--- config.mk ---
export PLATFORM = sky130hd
export DESIGN_NAME = tx_frame_sched_flat
export DESIGN_NICKNAME = d
export VERILOG_FILES = /design/src/rtl/tx_frame_sched_if.sv /design/src/rtl/tx_frame_sched.sv /design/src/flat_wrapper.sv
export SDC_FILE = /design/constraint.sdc
export NUM_CORES = 1
export LEC_CHECK = 0
export BUFFER_PORTS_ARGS = -buffer_cell sky130_fd_sc_hd__buf_2
export CELL_PAD_IN_SITES_DETAIL_PLACEMENT = 0
export CELL_PAD_IN_SITES_GLOBAL_PLACEMENT = 1
export CORE_MARGIN = 5
export CORE_UTILIZATION = 34
export DETAILED_ROUTE_END_ITERATION = 16
export GPL_ROUTABILITY_DRIVEN = 0
export PLACE_DENSITY = 0.68
export SYNTH_ARGS = -nofsm -noshare
export SYNTH_HDL_FRONTEND = slang
export SYNTH_SLANG_ARGS = --single-unit
--- constraint.sdc ---
create_clock -name clk -period 2.7 [get_ports clk]
set_clock_uncertainty 0.2 [all_clocks]
set_input_delay 0.27 -clock clk [delete_from_list [all_inputs] [get_ports clk]]
set_output_delay 0.27 -clock clk [all_outputs]
set_load 0.05 [all_outputs]
--- src/rtl/tx_frame_sched_if.sv ---
// UART transmit handshake between the frame scheduler (master) and the UART Tx (slave).
interface tx_frame_sched_if;
   logic       tx_start;
   logic [7:0] tx_data;
   logic       tx_busy;

   modport master (output tx_start, output tx_data, input tx_busy);
   modport slave  (input tx_start, input tx_data, output tx_busy);
endinterface

--- src/rtl/tx_frame_sched.sv ---
// Telemetry frame scheduler: serialises periodic/alarm timestamp+temperature frames to a UART Tx.
// Optional feature macro: TXS_CHKSUM_EN appends an XOR checksum byte (8-byte frames).
module tx_frame_sched #(
   parameter logic [7:0]  SYNC_BYTE = 8'hA5,
   parameter int unsigned GAP_CYC   = 16,
   parameter int unsigned TMO_CYC   = 1000000
) (
   input  logic                     clk,
   input  logic                     rst,
   input  logic                     tick15,
   input  logic                     alarm,
   input  logic [5:0]               hsec,
   input  logic [5:0]               hmin,
   input  logic [4:0]               hhour,
   input  logic [4:0]               hday,
   input  logic [3:0]               hmon,
   input  logic [7:0]               temp,
   tx_frame_sched_if.master         tx,
   output logic                     frame_act,
   output logic                     frame_kind,
   output logic                     drop,
   output logic                     tmo_err
);

`ifdef TXS_CHKSUM_EN
   localparam int unsigned NBYTES = 8;
`else
   localparam int unsigned NBYTES = 7;
`endif
   localparam logic [2:0]  LAST_IDX = 3'(NBYTES - 1);
   localparam int unsigned TW       = $clog2(TMO_CYC + 1);
   localparam int unsigned GW       = $clog2(GAP_CYC + 1);
   localparam logic [TW-1:0] TMO_LAST = TW'(TMO_CYC - 1);
   localparam logic [GW-1:0] GAP_LAST = GW'(GAP_CYC - 1);

   typedef enum logic [2:0] {
      ST_IDLE      = 3'd0,
      ST_LOAD      = 3'd1,
      ST_START     = 3'd2,
      ST_WAIT_ACC  = 3'd3,
      ST_WAIT_DONE = 3'd4,
      ST_GAP       = 3'd5
   } state_t;

   state_t        state_r;
   logic [2:0]    idx_r;
   logic [TW-1:0] tmo_cnt_r;
   logic [GW-1:0] gap_cnt_r;
   logic          pend_p_r, pend_a_r, alarm_q_r;
   logic          tx_start_r, frame_act_r, frame_kind_r, drop_r, tmo_err_r;
   logic [7:0]    tx_data_r;
   logic [3:0]    mon_r;
   logic [4:0]    day_r, hour_r;
   logic [5:0]    min_r, sec_r;
   logic [7:0]    temp_r;

   logic          alarm_edge_s, grant_a_s, grant_p_s, tmo_hit_s;
   logic [2:0]    load_idx_s;
   logic [7:0]    byte_sel_s;

`ifdef TXS_CHKSUM_EN
   function automatic logic [7:0] chk_xor(input logic [7:0] b1, input logic [7:0] b2,
                                          input logic [7:0] b3, input logic [7:0] b4,
                                          input logic [7:0] b5, input logic [7:0] b6);
      return b1 ^ b2 ^ b3 ^ b4 ^ b5 ^ b6;
   endfunction
`endif

   assign alarm_edge_s = alarm & ~alarm_q_r;
   assign grant_a_s    = (state_r == ST_IDLE) & pend_a_r;
   assign grant_p_s    = (state_r == ST_IDLE) & ~pend_a_r & pend_p_r;
   assign tmo_hit_s    = (tmo_cnt_r == TMO_LAST);

   // Byte about to be launched: index 0 from LOAD, next index from GAP.
   always_comb begin
      load_idx_s = 3'd0;
      if (state_r == ST_GAP) begin
         load_idx_s = idx_r + 3'd1;
      end else begin
         load_idx_s = 3'd0;
      end
      byte_sel_s = 8'h00;
      case (load_idx_s)
         3'd0:    byte_sel_s = SYNC_BYTE;
         3'd1:    byte_sel_s = {frame_kind_r, 3'b000, mon_r};
         3'd2:    byte_sel_s = {3'b000, day_r};
         3'd3:    byte_sel_s = {3'b000, hour_r};
         3'd4:    byte_sel_s = {2'b00, min_r};
         3'd5:    byte_sel_s = {2'b00, sec_r};
         3'd6:    byte_sel_s = temp_r;
`ifdef TXS_CHKSUM_EN
         3'd7:    byte_sel_s = chk_xor({frame_kind_r, 3'b000, mon_r}, {3'b000, day_r},
                                       {3'b000, hour_r}, {2'b00, min_r}, {2'b00, sec_r}, temp_r);
`endif
         default: byte_sel_s = 8'h00;
      endcase
   end

   // Request capture: single-entry pending flags, alarm edge detect, lost-tick pulse.
   always_ff @(posedge clk or negedge rst) begin
      if (!rst) begin
         alarm_q_r <= 1'b0;
         pend_a_r  <= 1'b0;
         pend_p_r  <= 1'b0;
         drop_r    <= 1'b0;
      end else begin
         alarm_q_r <= alarm;
         pend_a_r  <= (pend_a_r & ~grant_a_s) | alarm_edge_s;
         pend_p_r  <= (pend_p_r & ~grant_p_s) | tick15;
         drop_r    <= tick15 & pend_p_r & ~grant_p_s;
      end
   end

   // Frame sequencer with registered UART/status outputs.
   always_ff @(posedge clk or negedge rst) begin
      if (!rst) begin
         state_r      <= ST_IDLE;
         idx_r        <= 3'd0;
         tmo_cnt_r    <= '0;
         gap_cnt_r    <= '0;
         tx_start_r   <= 1'b0;
         tx_data_r    <= 8'h00;
         frame_act_r  <= 1'b0;
         frame_kind_r <= 1'b0;
         tmo_err_r    <= 1'b0;
         mon_r        <= 4'd0;
         day_r        <= 5'd0;
         hour_r       <= 5'd0;
         min_r        <= 6'd0;
         sec_r        <= 6'd0;
         temp_r       <= 8'h00;
      end else begin
         tx_start_r <= 1'b0;
         tmo_err_r  <= 1'b0;
         case (state_r)
            ST_IDLE: begin
               if (grant_a_s || grant_p_s) begin
                  state_r      <= ST_LOAD;
                  frame_kind_r <= grant_a_s;
                  mon_r        <= hmon;
                  day_r        <= hday;
                  hour_r       <= hhour;
                  min_r        <= hmin;
                  sec_r        <= hsec;
                  temp_r       <= temp;
               end else begin
                  state_r <= ST_IDLE;
               end
            end
            ST_LOAD: begin
               state_r     <= ST_START;
               idx_r       <= 3'd0;
               frame_act_r <= 1'b1;
               tx_start_r  <= 1'b1;
               tx_data_r   <= byte_sel_s;
            end
            ST_START: begin
               state_r   <= ST_WAIT_ACC;
               tmo_cnt_r <= '0;
            end
            ST_WAIT_ACC: begin
               if (tx.tx_busy) begin
                  state_r   <= ST_WAIT_DONE;
                  tmo_cnt_r <= '0;
               end else if (tmo_hit_s) begin
                  state_r     <= ST_IDLE;
                  idx_r       <= 3'd0;
                  frame_act_r <= 1'b0;
                  tmo_err_r   <= 1'b1;
               end else begin
                  tmo_cnt_r <= tmo_cnt_r + TW'(1);
               end
            end
            ST_WAIT_DONE: begin
               if (!tx.tx_busy) begin
                  state_r   <= ST_GAP;
                  gap_cnt_r <= '0;
               end else if (tmo_hit_s) begin
                  state_r     <= ST_IDLE;
                  idx_r       <= 3'd0;
                  frame_act_r <= 1'b0;
                  tmo_err_r   <= 1'b1;
               end else begin
                  tmo_cnt_r <= tmo_cnt_r + TW'(1);
               end
            end
            ST_GAP: begin
               if (gap_cnt_r != GAP_LAST) begin
                  gap_cnt_r <= gap_cnt_r + GW'(1);
               end else if (idx_r == LAST_IDX) begin
                  state_r     <= ST_IDLE;
                  idx_r       <= 3'd0;
                  frame_act_r <= 1'b0;
               end else begin
                  state_r    <= ST_START;
                  idx_r      <= load_idx_s;
                  tx_start_r <= 1'b1;
                  tx_data_r  <= byte_sel_s;
               end
            end
            default: begin
               state_r     <= ST_IDLE;
               idx_r       <= 3'd0;
               frame_act_r <= 1'b0;
            end
         endcase
      end
   end

   assign tx.tx_start = tx_start_r;
   assign tx.tx_data  = tx_data_r;
   assign frame_act   = frame_act_r;
   assign frame_kind  = frame_kind_r;
   assign drop        = drop_r;
   assign tmo_err     = tmo_err_r;

endmodule
--- src/flat_wrapper.sv ---
// flat-port wrapper written by rule: the top's interface ports become plain ports
module tx_frame_sched_flat 
#(
   parameter logic [7:0]  SYNC_BYTE = 8'hA5,
   parameter int unsigned GAP_CYC   = 16,
   parameter int unsigned TMO_CYC   = 1000000
)
  (clk, rst, tick15, alarm, hsec, hmin, hhour, hday, hmon, temp, frame_act, frame_kind, drop, tmo_err, tx_tx_start, tx_tx_data, tx_tx_busy);
  tx_frame_sched_if tx_i ();
  input  logic clk;
  input  logic rst;
  input  logic tick15;
  input  logic alarm;
  input  logic [5:0] hsec;
  input  logic [5:0] hmin;
  input  logic [4:0] hhour;
  input  logic [4:0] hday;
  input  logic [3:0] hmon;
  input  logic [7:0] temp;
  output logic frame_act;
  output logic frame_kind;
  output logic drop;
  output logic tmo_err;
  output wire logic [$bits(tx_i.tx_start)-1:0] tx_tx_start;
  output wire logic [$bits(tx_i.tx_data)-1:0] tx_tx_data;
  input wire logic [$bits(tx_i.tx_busy)-1:0] tx_tx_busy;
  assign tx_tx_start = tx_i.tx_start;
  assign tx_tx_data = tx_i.tx_data;
  assign tx_i.tx_busy = tx_tx_busy;
  tx_frame_sched #(.SYNC_BYTE(SYNC_BYTE), .GAP_CYC(GAP_CYC), .TMO_CYC(TMO_CYC)) u_core (.clk(clk), .rst(rst), .tick15(tick15), .alarm(alarm), .hsec(hsec), .hmin(hmin), .hhour(hhour), .hday(hday), .hmon(hmon), .temp(temp), .tx(tx_i), .frame_act(frame_act), .frame_kind(frame_kind), .drop(drop), .tmo_err(tmo_err));
endmodule
# Yosys cells after proc, flatten, opt, wreduce, memory -nomap -nowiden
# Cells that the tools add are included.
word_totals:
  ff_bits: 81
  latch_bits: 0
  mem_bits_rw: 0
  romBits: 0
  inputBits: 39
  out_inout_bits: 13
  word_cells: 109
  n_memories: 0
op_classes:
  addsub: 3
  multipliers: 0
  div: 0
  n_lt_le_gt_ge: 0
  eq_ne: 21
  shifts: 0
  n_mux: 38
  bitwise_logic: 15
  reduce_logical: 13
ops:
  columns: ["cell", "count"]
  rows:
  - ["two-way mux 20 bit", 3]
  - ["case mux 20 bit (3 select lines)", 1]
  - ["case mux 8 bit (7 select lines)", 1]
  - ["two-way mux 3 bit", 10]
  - ["adder 20 x 1 -> 20 bit, second input constant", 1]
  - ["equality test 20 bit, second input constant", 1]
  - ["equality test 3 bit, second input constant", 6]
  - ["case mux 3 bit (6 select lines)", 1]
  - ["two-way mux 8 bit", 2]
  - ["case mux 8 bit (2 select lines)", 1]
  - ["!= test 2 bit, second input constant", 7]
  - ["equality test 3 x 2 -> 1 bit, second input constant", 4]
  - ["case mux 3 bit (4 select lines)", 1]
  - ["two-way mux 1 bit", 11]
  - ["two-way mux 5 bit", 2]
  - ["case mux 5 bit (2 select lines)", 1]
  - ["AND 1 bit", 8]
  - ["equality test 3 x 1 -> 1 bit, second input constant", 2]
  - ["logical NOT 3 bit", 2]
  - ["AND reduction 3 bit", 2]
  - ["adder 5 x 1 -> 5 bit, second input constant", 1]
  - ["!= test 5 x 4 -> 1 bit, second input constant", 1]
  - ["inverter 1 bit", 5]
  - ["case mux 1 bit (5 select lines)", 1]
  - ["11 further kinds", 15]

# Depth between registers and ports, before layout
# Gate-level depths: netlist of run 1.
depth:
  ltp_word: 7
  depth_mapped: 9
  depth_no_buf: 8

# Worst setup path after synthesis of run 1
# OpenSTA, ideal clock, no wires.
synth_path:
  path_kind: "flip-flop to flip-flop"
  startpoint: "reg u_core.gap_cnt_r[0]"
  endpoint: "reg u_core.idx_r[0]"
  setup_time_ns: 0.118
  t_arrival_ns: 2.012
  required_time_ns: 2.382
  path_slack_ns: 0.370
  path_stages_with_launch: 10
  n_path_buf: 1
  period_less_slack_ns: 2.330
  cell_sequence: "dfrtp_1 ha_1 and3_1 ha_1 and4bb_2 buf_2 nor2_1 a31oi_1 nor3_1 a21o_1"
synth_between:
  elab_chain_len: 3
synth_lines:
  columns: ["element", "line_no", "text"]
  rows:
  - ["start: declaration", "tx_frame_sched.sv:48", "logic [GW-1:0] gap_cnt_r;"]
  - ["start signal: assignment", "tx_frame_sched.sv:189", "gap_cnt_r <= gap_cnt_r + GW'(1);"]
  - ["!= test 5 x 4 -> 1 bit", "tx_frame_sched.sv:188", "if (gap_cnt_r != GAP_LAST) begin"]
  - ["!= test 2 bit (no line)", null, null]
  - ["AND reduction 4 bit (no line)", null, null]
  - ["end signal: assignment", "tx_frame_sched.sv:196", "idx_r <= load_idx_s;"]
  - ["end: declaration", "tx_frame_sched.sv:46", "logic [2:0] idx_r;"]
# No other way between the ends.
# A chain may end at the register's enable or synchronous reset.

# Worst setup path in the final report of run 1
# Ends and elaborated chain as after synthesis.

==> results of run 1 <==
[critical path, stage by stage, from the launching register on]
cell and delay, ps:
sky130_fd_sc_hd__dfrtp_1 400, sky130_fd_sc_hd__ha_1 220, sky130_fd_sc_hd__and3_1 180, sky130_fd_sc_hd__ha_1 200
sky130_fd_sc_hd__and4bb_2 390, sky130_fd_sc_hd__nor2_1 80, sky130_fd_sc_hd__a31oi_2 330, sky130_fd_sc_hd__nor3_1 90
sky130_fd_sc_hd__a21o_1 150
[through the flow]
step           power, mW  setup WS, ps  utilization  cells  hold WS (ps)
6_report           5.086         347.0       0.4455    610         8.723
5_1_grt            5.439         169.1       0.4455    610         4.330
4_1_cts            5.142         208.5       0.4450    610         2.421
3_5_place_dp       3.805         223.1       0.3881    561         123.4
3_3_place_gp       3.769         254.6       0.3881    561         116.0
2_1_floorplan      3.351         369.5            -    373        -225.6
[area by class of cell]
class / count / area, um^2
multi-input combinational: 266 / 1882
timing repair buffer: 99 / 730.7
clock buffer: 9 / 225.2
fill: 1087 / 6412
sequential: 81 / 2027
clock inverter: 5 / 82.58
tap: 143 / 178.9
inverter: 7 / 26.28
[routing by layer]
layer / track usage / vias to the layer above
li1: - / 1537
met1: 0.1871 / 1540
met2: 0.2232 / 72
met3: 0.03744 / 10
met4: 0.04996 / 0
met5: 0 / -
[cells by family (layout without fill, tap and decap cells)]
kind of cell	count (synthesis)	after routing	share of synthesized area
and+or+nand+nor	129	129	0.1778
DFF	81	81	0.5000
AOI/OAI and AO/OA	74	74	0.1185
muxes	44	44	0.1207
buffers and inverters	26	120	0.03734
xor gates and xnor gates	14	14	0.03025
adders and majority gates	5	5	0.01543
[what timing repair did]
action / 4_1_cts / 5_1_grt
resized for setup: 0 / 1
hold buffers: 35 / 0
setup endpoints to repair: 0 / 1
endpoints found under the hold margin: 80 / 0
[power by group]
group	switching [mW]	internal (mW)
logic	1.03	0.868
clock network	0.467	0.800
registers	0.289	1.63
[flip-flops by register name, indices dropped and copies added (netlist names)]
signal,count
u_core.pend_p_r,1
u_core.hour_r,5
u_core.day_r,5
u_core.sec_r,6
u_core.tmo_err,1
u_core.frame_kind,1
u_core.tx.tx_start,1
u_core.tx.tx_data,8
u_core.tmo_cnt_r,20
u_core.drop,1
u_core.mon_r,4
u_core.state_r,3
u_core.idx_r,3
u_core.frame_act,1
u_core.temp_r,8
u_core.min_r,6
u_core.gap_cnt_r,5
u_core.pend_a_r,1
u_core.alarm_q_r,1
[worst paths after layout]
path	start	endpoint	slack, ps	cells past startpoint
hold reg to reg	u_core.alarm_q_r	u_core.pend_a_r	230	1
max in group asynchronous	rst	u_core.min_r[5]	1390	3
setup reg to reg	u_core.gap_cnt_r[0]	u_core.idx_r[0]	350	8
hold / removal	hmin[0]	u_core.min_r[0]	9	2
setup / recovery	u_core.gap_cnt_r[0]	u_core.idx_r[0]	350	8
min in group asynchronous	rst	u_core.pend_p_r	290	2
[cells in the mapped netlist, types with 5 or more instances]
cell type / n / area (um^2)
sky130_fd_sc_hd__o21ai_0: 25 / 125.1
sky130_fd_sc_hd__clkbuf_1: 5 / 18.77
sky130_fd_sc_hd__nor2_1: 26 / 97.59
sky130_fd_sc_hd__nor2b_1: 6 / 37.54
sky130_fd_sc_hd__mux2i_1: 5 / 50.05
sky130_fd_sc_hd__nor3_1: 6 / 30.03
sky130_fd_sc_hd__buf_2: 7 / 35.03
sky130_fd_sc_hd__xnor2_1: 6 / 52.55
sky130_fd_sc_hd__nor4_1: 6 / 37.54
sky130_fd_sc_hd__nand3_1: 12 / 60.06
sky130_fd_sc_hd__a21oi_1: 12 / 60.06
sky130_fd_sc_hd__inv_1: 6 / 22.52
sky130_fd_sc_hd__mux2_2: 36 / 405.4
sky130_fd_sc_hd__nand4_1: 8 / 50.05
sky130_fd_sc_hd__dfrtp_1: 81 / 2027
sky130_fd_sc_hd__o31ai_1: 10 / 75.07
sky130_fd_sc_hd__xor2_1: 8 / 70.07
sky130_fd_sc_hd__ha_1: 5 / 62.56
sky130_fd_sc_hd__nand2_1: 33 / 123.9
sky130_fd_sc_hd__buf_6: 5 / 56.30
==> flow_results.org, run 1 <==
** Outcome
- The run finished with clean final reports.

** GRT
- Wire length of the first global-routing pass :: 16,100 um
- Largest net degree at the start of global routing :: 46
- Antenna violations before repair :: 0
- The number of global-route vias before repair came to 3,155.
- Overflow left after global routing :: 0
- In the global route stage, overall resource usage came out at 0.1411.

** STA
- After layout, the minimum clock period comes to 2353 ps.
- The count of pins over their slew limit was 0.
- Total Negative Setup Slacks :: 0 ps
- Final hold violation count :: 0
- Count of endpoints failing setup in the final report :: 0
- Timing-limited maximum frequency :: 425.0 MHz
- Of the available clock period, the critical path in the final layout requires 0.8715.
- Actual transition at the worst max-transition pin :: 613.7 ps
- Headroom to the max-slew limit came out at 0.5851.
- RSZ-0062 raised after global routing :: no

** Detailed routing
- Met1 routed wirelength after detailed routing :: 4399 um
- Dividing the detail-routed via count by the number of cells gives 5.179.
- Initial DRC count :: 193
- After detailed routing, the number of remaining DRC violations is 0.
- The count of nets left with antenna violations once routing finished came out at 0.
- The routed design has 9282 um of wire.
- In the detailed route, the total length drawn on met2 is 4364 um.
- After detailed routing, the average wire length per cell comes to 15.22 um.
- Highest routing layer actually used :: met4
- The routed design uses 376 um of met3 wire.
- Drt pass-1 iters :: 4
- Overall via count from detail_route :: 3,159

** Floorplanning
- Effective utilization at floorplan :: 0.3505
- I/O pin cnt :: 52
- Placeable Area :: 11,560 um^2
- Die width :: 119.2 um
- The floorplan step defined a die boundary enclosing 14,210 um^2.
- Chip height :: 119.2 um
- Row count :: 39

** CTS
- Clock tree from TritonCTS :: yes
- Clock buffer count from CTS :: 9
- The clock drives 81 sinks.
- The tree is rooted in a sky130_fd_sc_hd__clkbuf_16.
- Clock transition at path regs :: 60 ps
- No sink is reached through more buffers than the 2 on the longest clock path.
- At the later pin of the worst-skew pair, clock insertion delay measures 330 ps.
- The number of setup buffers added after CTS is 0.
- H-tree depth reported by CTS :: 3

** Critical path
- WP data arrival :: 2370 ps
- Type of the worst setup path :: reg2reg
- Setup crit start kind :: register
- STA puts the critical path data required time at 2720 ps.
- Maximum fanout along the worst path :: 8
- The worst setup path is captured at a register.

** Synth
- Proportion of synthesized flip-flops having asynchronous set or reset :: 1.000
- FF+latch count, synth :: 81
- Net count of the mapped netlist :: 417
- Counting distinct cell types in the post-synthesis netlist gives 55.
- The cell count after synthesis came out at 373.
- Number of enable-type register cells in the synthesized netlist :: 0
- During synthesis, Yosys emitted a total of 0 warnings.
- Mean instance size in the synthesized netlist :: 10.87 um^2
- In the synthesized netlist the dominant register cell turns out to be sky130_fd_sc_hd__dfrtp_1.
- Register area share after synthesis :: 0.5000
- In this run the cell area of the synthesized design comes to 4054 um^2.

** Job
- Across the run, the number of max-cap violations was 0.

** Layout
- Diodes inserted :: 0
- In the final design database the tool counted 508 nets.
- Top library cells by usage in the layout, fill and taps aside :: sky130_fd_sc_hd__dfrtp_1 (81), sky130_fd_sc_hd__buf_2 (50), sky130_fd_sc_hd__mux2_2 (36)
- Leaving out fill and tap cells, the most frequent cell in the layout is sky130_fd_sc_hd__dfrtp_1.
- Non-Filler Cell Area, Final :: 5152 um^2
- Share of cells above drive strength 1 :: 0.2719
- Relative to the synthesized area, the layout overhead comes to 27.10%.

** Hold path
- The min-delay analysis places its worst path in the category in2reg.

** Place
- The count of buffers added on input and output ports is 51.
- Summed over all nets, the half-perimeter wirelength after detailed placement is 6456 um.
- The placed instances occupy a cell area of 4488 um^2.

** Power
- Power spread over the standard cell area amounts to 987.0 nW/um^2.
- The worst-case IR drop observed on VDD is 0.2960 mV.
- For this design the static power due to leakage is 2.267 nW.
Power figures use the tool's default switching activity.
==> inputs of run 2 (changes only) <==
- CORE_UTILIZATION: 34 -> 37
- PLACE_DENSITY: 0.68 -> 0.73
==> flow_results.org, run 2 (same netlist as run 1, synthesis figures left out) <==
** Detailed routing
- In this run, the number of DRC markers left after iteration 0 of detailed routing was 120.
- In the final routed layout, each cell accounts on average for 15.28 um.
- Using the TritonRoute via totals, the vias-per-cell ratio works out to 5.115.
- Summed over all layers, the routed wires come to 9334 um.
- Overall via count from detail_route :: 3,125
- For this run, design rule violations remaining after detail routing come to 0.
- Number of nets with antenna violations after routing :: 0
- Drt pass-1 iters :: 4

** Place
- Including well taps, the total number of placed cells is 558.
- Estimated wirelength of the detail-placed design :: 6370 um
- Before CTS, the worst setup slack after placement is 199.5 ps.
- Buffers placed on the I/O ports in this run total 51.
- Area of placed instances :: 4484 um^2

** Layout
- Max reg flops :: 20
- Counting flops per register, the top entry is u_core.tmo_cnt_r.
- Most frequent standard cell in the layout excluding fill and tap cells :: sky130_fd_sc_hd__dfrtp_1
- In the final layout, the share of cells above drive strength 1 is 0.2718.
- Top library cells by usage in the layout, fill and taps aside :: sky130_fd_sc_hd__dfrtp_1 (81), sky130_fd_sc_hd__buf_2 (50), sky130_fd_sc_hd__dlygate4sd3_1 (37)
- Excluding fillers, the count of instances in the completed layout stands at 611.
- Non-Filler Cell Area, Final :: 5081 um^2
- In the final design database the tool counted 510 nets.
- Util after Layout :: 0.4708
- After filler insertion, the fill cell instance count of the layout stands at 1,009.
- 0 antenna diodes ended up in the layout.
- The area growth from synthesis to layout is 25.34%.

** Floorplanning
- The die is 114.7 um wide.
- In this run the count of I/O pins placed on the die edge is 52.
- The total area inside the core boundary comes to 10,790 um^2.
- The die covers 13,150 um^2.
- Effective utilization at floorplan :: 0.3756
- The die is 114.7 um tall.
- Row count :: 38

** CTS
- Clock buffer count from CTS :: 9
- After clock tree synthesis, the clock-pin slew on the worst setup and hold paths is 90 ps.
- Clock tree root driver cell :: sky130_fd_sc_hd__clkbuf_8
- Max Buffers Root-to-Sink :: 2
- The clock net in this run drives a total of 81 sinks.
- Once the clock tree was built, the resizer swapped 0 gates to a different size.
- In this run the number of H-tree levels came out at 3.
- TritonCTS built the clock tree.
- For this design, the CTS-stage hold fixing added 37 buffers.
- After clock tree synthesis, the setup repair step added 0 buffers.
- Skew-Pair Late Insertion Delay :: 380 ps

** STA
- After routing, the total negative slack on setup checks comes to 0 ps.
- Worst slack on hold paths :: 129.9 ps
- Final hold violation count :: 0
- Fraction of the cycle the final worst path needs :: 0.9182
- The worst pin sits at a relative slew slack of 0.5630.
- Timing-limited maximum frequency :: 403.4 MHz
- Actual transition at the worst max-transition pin :: 649.5 ps
- Count of endpoints failing setup in the final report :: 0
- Final Max Slew Viols :: 0
- Setup slack closes at 220.8 ps.
- After layout, the minimum clock period comes to 2479 ps.
- RSZ-0062 raised after global routing :: no

** Critical path
- The worst setup path is captured at a register.
- STA puts the critical path data required time at 2780 ps.
- Counting both buffers and inverters, the worst setup path holds a total of 0.
- Top delay family on crit path :: simple AND/OR/NAND/NOR gates
- For the worst setup path, the data arrival time is 2550 ps.
- Crit path largest cell delay :: 450 ps
- By instance count, the cell type seen most on the critical path is sky130_fd_sc_hd__ha_1.
- The worst setup path is launched from a register.
- The critical path goes through ha_1, and3_1, ha_1, and4bb_2, nor2_1, a31oi_1, nor3_1, a21o_1.
- Maximum fanout along the worst path :: 8
- By startpoint and endpoint, the worst setup path is classified as reg2reg.
- For this design, the slowest cell found on the critical path is sky130_fd_sc_hd__a31oi_1.

** Power
- Overall power :: 4.829 mW
- Cell internal power was estimated by the tool at 3.014 mW.
- Of the total power, the clock network draws 0.212.
- IR analysis of the VDD net gives a maximum drop of 0.5528 mV.
- Switching share of power :: 0.3758
- In this run the power density over the cells is 950.3 nW/um^2.
- NetSw :: 1.815 mW
- Fraction of power consumed by sequential logic :: 0.398
- Share of total power in combinational logic :: 0.389
- For this design the static power due to leakage is 2.233 nW.

** GRT
- Number of global-route vias before repair :: 3,102
- Largest net degree at the start of global routing :: 46
- The initial antenna violation count was 0.
- For this run, the total global-route usage over all layers was measured as 0.1492.
- Wire length of the first global-routing pass :: 15,450 um
- Overflow left after global routing :: 0

** Outcome
- The run finished with clean final reports.

** Job
- The tool flagged a number of max-cap violations equal to 0.

** Hold path
- The min-delay analysis places its worst path in the category in2reg.
-- run 2: cell types whose count changed in the layout (fill, tap and decap cells not counted) --
cell | previous run | this run
sky130_fd_sc_hd__clkbuf_16 | 9 | 0
sky130_fd_sc_hd__clkbuf_8 | 0 | 9
sky130_fd_sc_hd__dlygate4sd3_1 | 35 | 37
sky130_fd_sc_hd__inv_6 | 0 | 2
sky130_fd_sc_hd__a31oi_1 | 3 | 4
sky130_fd_sc_hd__a31oi_2 | 2 | 1
sky130_fd_sc_hd__clkinv_2 | 1 | 0
sky130_fd_sc_hd__clkinvlp_4 | 0 | 1
-- run 2: power groups by stage --
stage / clock network, mW / registers, mW / logic [mW]
after floorplan: 0 / 2.05 / 1.31
after global placement: 0 / 1.93 / 1.81
after detailed placement: 0 / 1.95 / 1.84
after CTS: 1.05 / 1.93 / 1.90
after global routing: 1.11 / 1.98 / 2.05
final: 1.03 / 1.92 / 1.88
-- run 2: final cells by class --
class,count,area (um^2),area share
multi-input cells,266,1876,0.3691
inverters,7,26.28,0.005171
clock buffers,9,123.9,0.02438
clock inverters,7,102.6,0.02019
repair buffers,101,750.7,0.1477
well taps,140,175.2,0.03447
flip-flops and latches,81,2027,0.3989
-- run 2: per-layer routing --
layer  routed length [um]  global-route usage  up-vias
met1                 4375              0.1979     1521
met5                    0                   0        -
li1                     -                   -     1540
met2                 4381              0.2340       46
met3                  385             0.03594       18
met4                  192             0.06097        0
-- run 2: worst paths after layout --
| check | start | to | slack, ps | depth (start not counted) |
|---|---|---|---|---|
| max | u_core.gap_cnt_r[0] | u_core.idx_r[0] | 220 | 8 |
| min | tx_tx_busy | u_core.state_r[2] | 130 | 3 |
| max reg2reg | u_core.gap_cnt_r[0] | u_core.idx_r[0] | 220 | 8 |
| min reg2reg | u_core.alarm_q_r | u_core.pend_a_r | 220 | 1 |
| max in group asynchronous | rst | u_core.day_r[1] | 1480 | 3 |
| min in group asynchronous | rst | u_core.pend_a_r | 210 | 2 |
-- run 2: worst min-delay path, stage by stage --
cell and delay, ps:
sky130_fd_sc_hd__buf_2 170, sky130_fd_sc_hd__nand2_1 70, sky130_fd_sc_hd__a32o_1 160
==> inputs of run 3 (changes only) <==
--- a/config.mk
+++ b/config.mk
@@ -14,4 +14,5 @@
 export GPL_ROUTABILITY_DRIVEN = 0
 export PLACE_DENSITY = 0.73
+export REMOVE_ABC_BUFFERS = 1
 export SYNTH_ARGS = -nofsm -noshare
 export SYNTH_HDL_FRONTEND = slang
==> constraint.sdc (replaced) <==
create_clock -name clk -period 2.7 [get_ports clk]
set_clock_uncertainty 0.2 [all_clocks]
set_input_delay 0.135 -clock clk [delete_from_list [all_inputs] [get_ports clk]]
set_output_delay 0.135 -clock clk [all_outputs]
set_load 0.05 [all_outputs]
==> flow_results.org, run 3 (same netlist as run 1, synthesis figures left out) <==
** CTS
- In this run the deepest clock path goes through 2 buffers.
- Once the clock tree was built, the setup fixing pass inserted 0 buffers.
- After clock tree synthesis, the clock-pin slew on the worst setup and hold paths is 80 ps.
- In this run, CTS created clock tree buffers numbering 9.
- Counting every sink on the clock net gives 81.
- H-tree depth reported by CTS :: 3
- The root buffer cell chosen for the clock tree is sky130_fd_sc_hd__clkbuf_8.
- Skew-Pair Late Insertion Delay :: 360 ps
- TritonCTS built the clock tree.

** Hold path
- Hold Crit Depth :: 2
- The path class of the tightest hold or removal check is in2reg.
- The startpoint identified for the worst hold timing path is alarm.
- Worst min-delay path endpoint :: u_core.alarm_q_r

** Power
- Power density relative to cell area :: 922.6 nW/um^2
- VDD sags by at most 0.4459 mV.
- In this run the static leakage power is 2.214 nW.

** Place
- Detailed placement finished with a half-perimeter wire length of 6263 um.
- Area of placed instances :: 4472 um^2
- Count of port buffers added during placement :: 51

** Critical path
- STA classifies the critical path startpoint as a register.
- For the worst setup path, the data required time is 2750 ps.
- Maximum fanout along the worst path :: 8
- The worst setup path is of the reg2reg kind.
- Crit. End Element :: register
- In this run the critical register-to-register path is captured at u_core.idx_r[0].
- R2r startpoint :: u_core.gap_cnt_r[0]
- Measured in cells, the most critical reg-to-reg path has a length of 8.
- In this run the register-to-register setup slack is 340 ps.
- WP data arrival :: 2410 ps

** Floorplanning
- The floorplan step set the die height to 114.7 um.
- Effective utilization at floorplan :: 0.3756
- Row count :: 38
- In this run the standard cell core region covers 10,790 um^2.
- The floorplan step defined a die boundary enclosing 13,150 um^2.
- I/O pin cnt :: 52
- Die width :: 114.7 um

** Layout
- Diodes inserted :: 0
- Final net count :: 511
- Max reg flops :: 20
- The library cell used most frequently in the layout, excluding fill and tap cells, is sky130_fd_sc_hd__dfrtp_1.
- Relative to the synthesized area, the layout overhead comes to 24.51%.
- Top library cells by usage in the layout, fill and taps aside :: sky130_fd_sc_hd__dfrtp_1 (81), sky130_fd_sc_hd__buf_2 (50), sky130_fd_sc_hd__dlygate4sd3_1 (38)
- The finished cells cover 5047 um^2.
- Of the cells placed in the final design, the portion with a size suffix greater than 1 is 0.2718.
- Register with the most flip-flops :: u_core.tmo_cnt_r

** Detailed routing
- Met1 routed wirelength after detailed routing :: 4282 um
- Highest routing layer actually used :: met4
- Overall via count from detail_route :: 3,125
- Initial DRC count :: 182
- Per-cell via count in the routed design :: 5.115
- In the detailed route, the total length drawn on met2 is 4364 um.
- Final WL :: 9195 um
- The count of nets left with antenna violations once routing finished came out at 0.
- Average wire per standard cell :: 15.05 um
- The first detailed-routing pass took 4 iterations.
- Detailed routing placed a total of 448 um of wire on met3.
- For this run, design rule violations remaining after detail routing come to 0.

** Job
- Max-cap violation count :: 0

** GRT
- Antenna violations before repair :: 0
- Largest net degree at the start of global routing :: 82
- Number of global-route vias before repair :: 3,145
- For this run, the total global-route usage over all layers was measured as 0.1469.
- The first global-routing pass estimated 15,320 um of wire.
- For this run the aggregate overflow at the end of global routing stands at 0.

** STA
- Relative slew slack :: 0.3247
- For the pin with the worst max-slew slack, the measured transition is 1013 ps.
- Final hold violation count :: 0
- Setup violations remaining at the end of the flow were counted as 0.
- Setup repair after global routing left no endpoint under its margin.
- Timing-limited maximum frequency :: 423.1 MHz
- Worst slack on hold paths :: 222.8 ps
- The count of pins over their slew limit was 0.
- In the finished design, the share of the clock period the worst path needs comes to 0.8754.
- Setup total negative slack on the finished layout was measured at 0 ps.
- The smallest clock period supported by the final layout is computed as 2364 ps.

** Outcome
- The run finished with clean final reports.
run 3: changes by cell type in the layout (fill, tap and decap cells not counted), sizes merged:
cell,previous run,this run
bufinv,2,0
clkbuf,9,12
clkinv,3,1
clkinvlp,1,2
dlygate4sd3,37,38
inv,8,7
run 3: layout make-up:
cell class,count,area [um^2]
multi-input cells,266,1882
flip-flops and latches,81,2027
clock buffers,12,165.2
clock inverters,3,23.77
well taps,140,175.2
inverters,7,26.28
fillers,996,5746
repair buffers,102,748.2
run 3: worst max-delay path by stage:
| stage | from | end | slack (ps) | cells past startpoint |
|---|---|---|---|---|
| after floorplan | u_core.idx_r[0] | u_core.tx.tx_data[1] | 280 | 5 |
| after global placement | u_core.gap_cnt_r[0] | u_core.idx_r[0] | 280 | 8 |
| after detailed placement | u_core.gap_cnt_r[0] | u_core.idx_r[0] | 190 | 8 |
| after CTS | u_core.gap_cnt_r[0] | u_core.idx_r[0] | 190 | 8 |
| after global routing | u_core.gap_cnt_r[0] | u_core.idx_r[0] | 180 | 8 |
| final | u_core.gap_cnt_r[0] | u_core.idx_r[0] | 340 | 8 |
run 3: repair_timing:
item / CTS / global route
hold buffers: 38 / 0
endpoints found under the hold margin: 121 / 0
resized for setup: 0 / 1
setup endpoints to repair: 0 / 1
run 3: worst max-delay path, cell delays in order, from the launching register on:
cell	delay, ps
sky130_fd_sc_hd__dfrtp_1	400
sky130_fd_sc_hd__ha_1	220
sky130_fd_sc_hd__and3_1	180
sky130_fd_sc_hd__ha_1	200
sky130_fd_sc_hd__and4bb_2	390
sky130_fd_sc_hd__nor2_1	80
sky130_fd_sc_hd__a31oi_2	340
sky130_fd_sc_hd__nor3_1	90
sky130_fd_sc_hd__a21o_1	160
run 3: report_power, final:
| part | leakage [nW] | switching, mW | internal, mW |
|---|---|---|---|
| Clock | 0.0911 | 0.430 | 0.407 |
| Sequential | 1.02 | 0.322 | 1.63 |
| Combinational | 1.11 | 1.01 | 0.857 |
run 3: per-stage QoR:
step	total power [mW]	std cells	worst slack [ps]	util
after global placement	3.755	558	284.6	0.4143
after floorplan	3.208	354	277.6	-
after detailed placement	3.798	558	194.7	0.4143
after global routing	4.984	611	183.8	0.4677
after CTS	4.710	611	194.4	0.4671
final	4.657	611	336.3	0.4677
run 3: per-layer routing:
metal  vias up  track usage
met4         0      0.03325
met2        63       0.2429
met3        13      0.04704
met1      1511       0.1880
met5         -            0
li1       1538            -
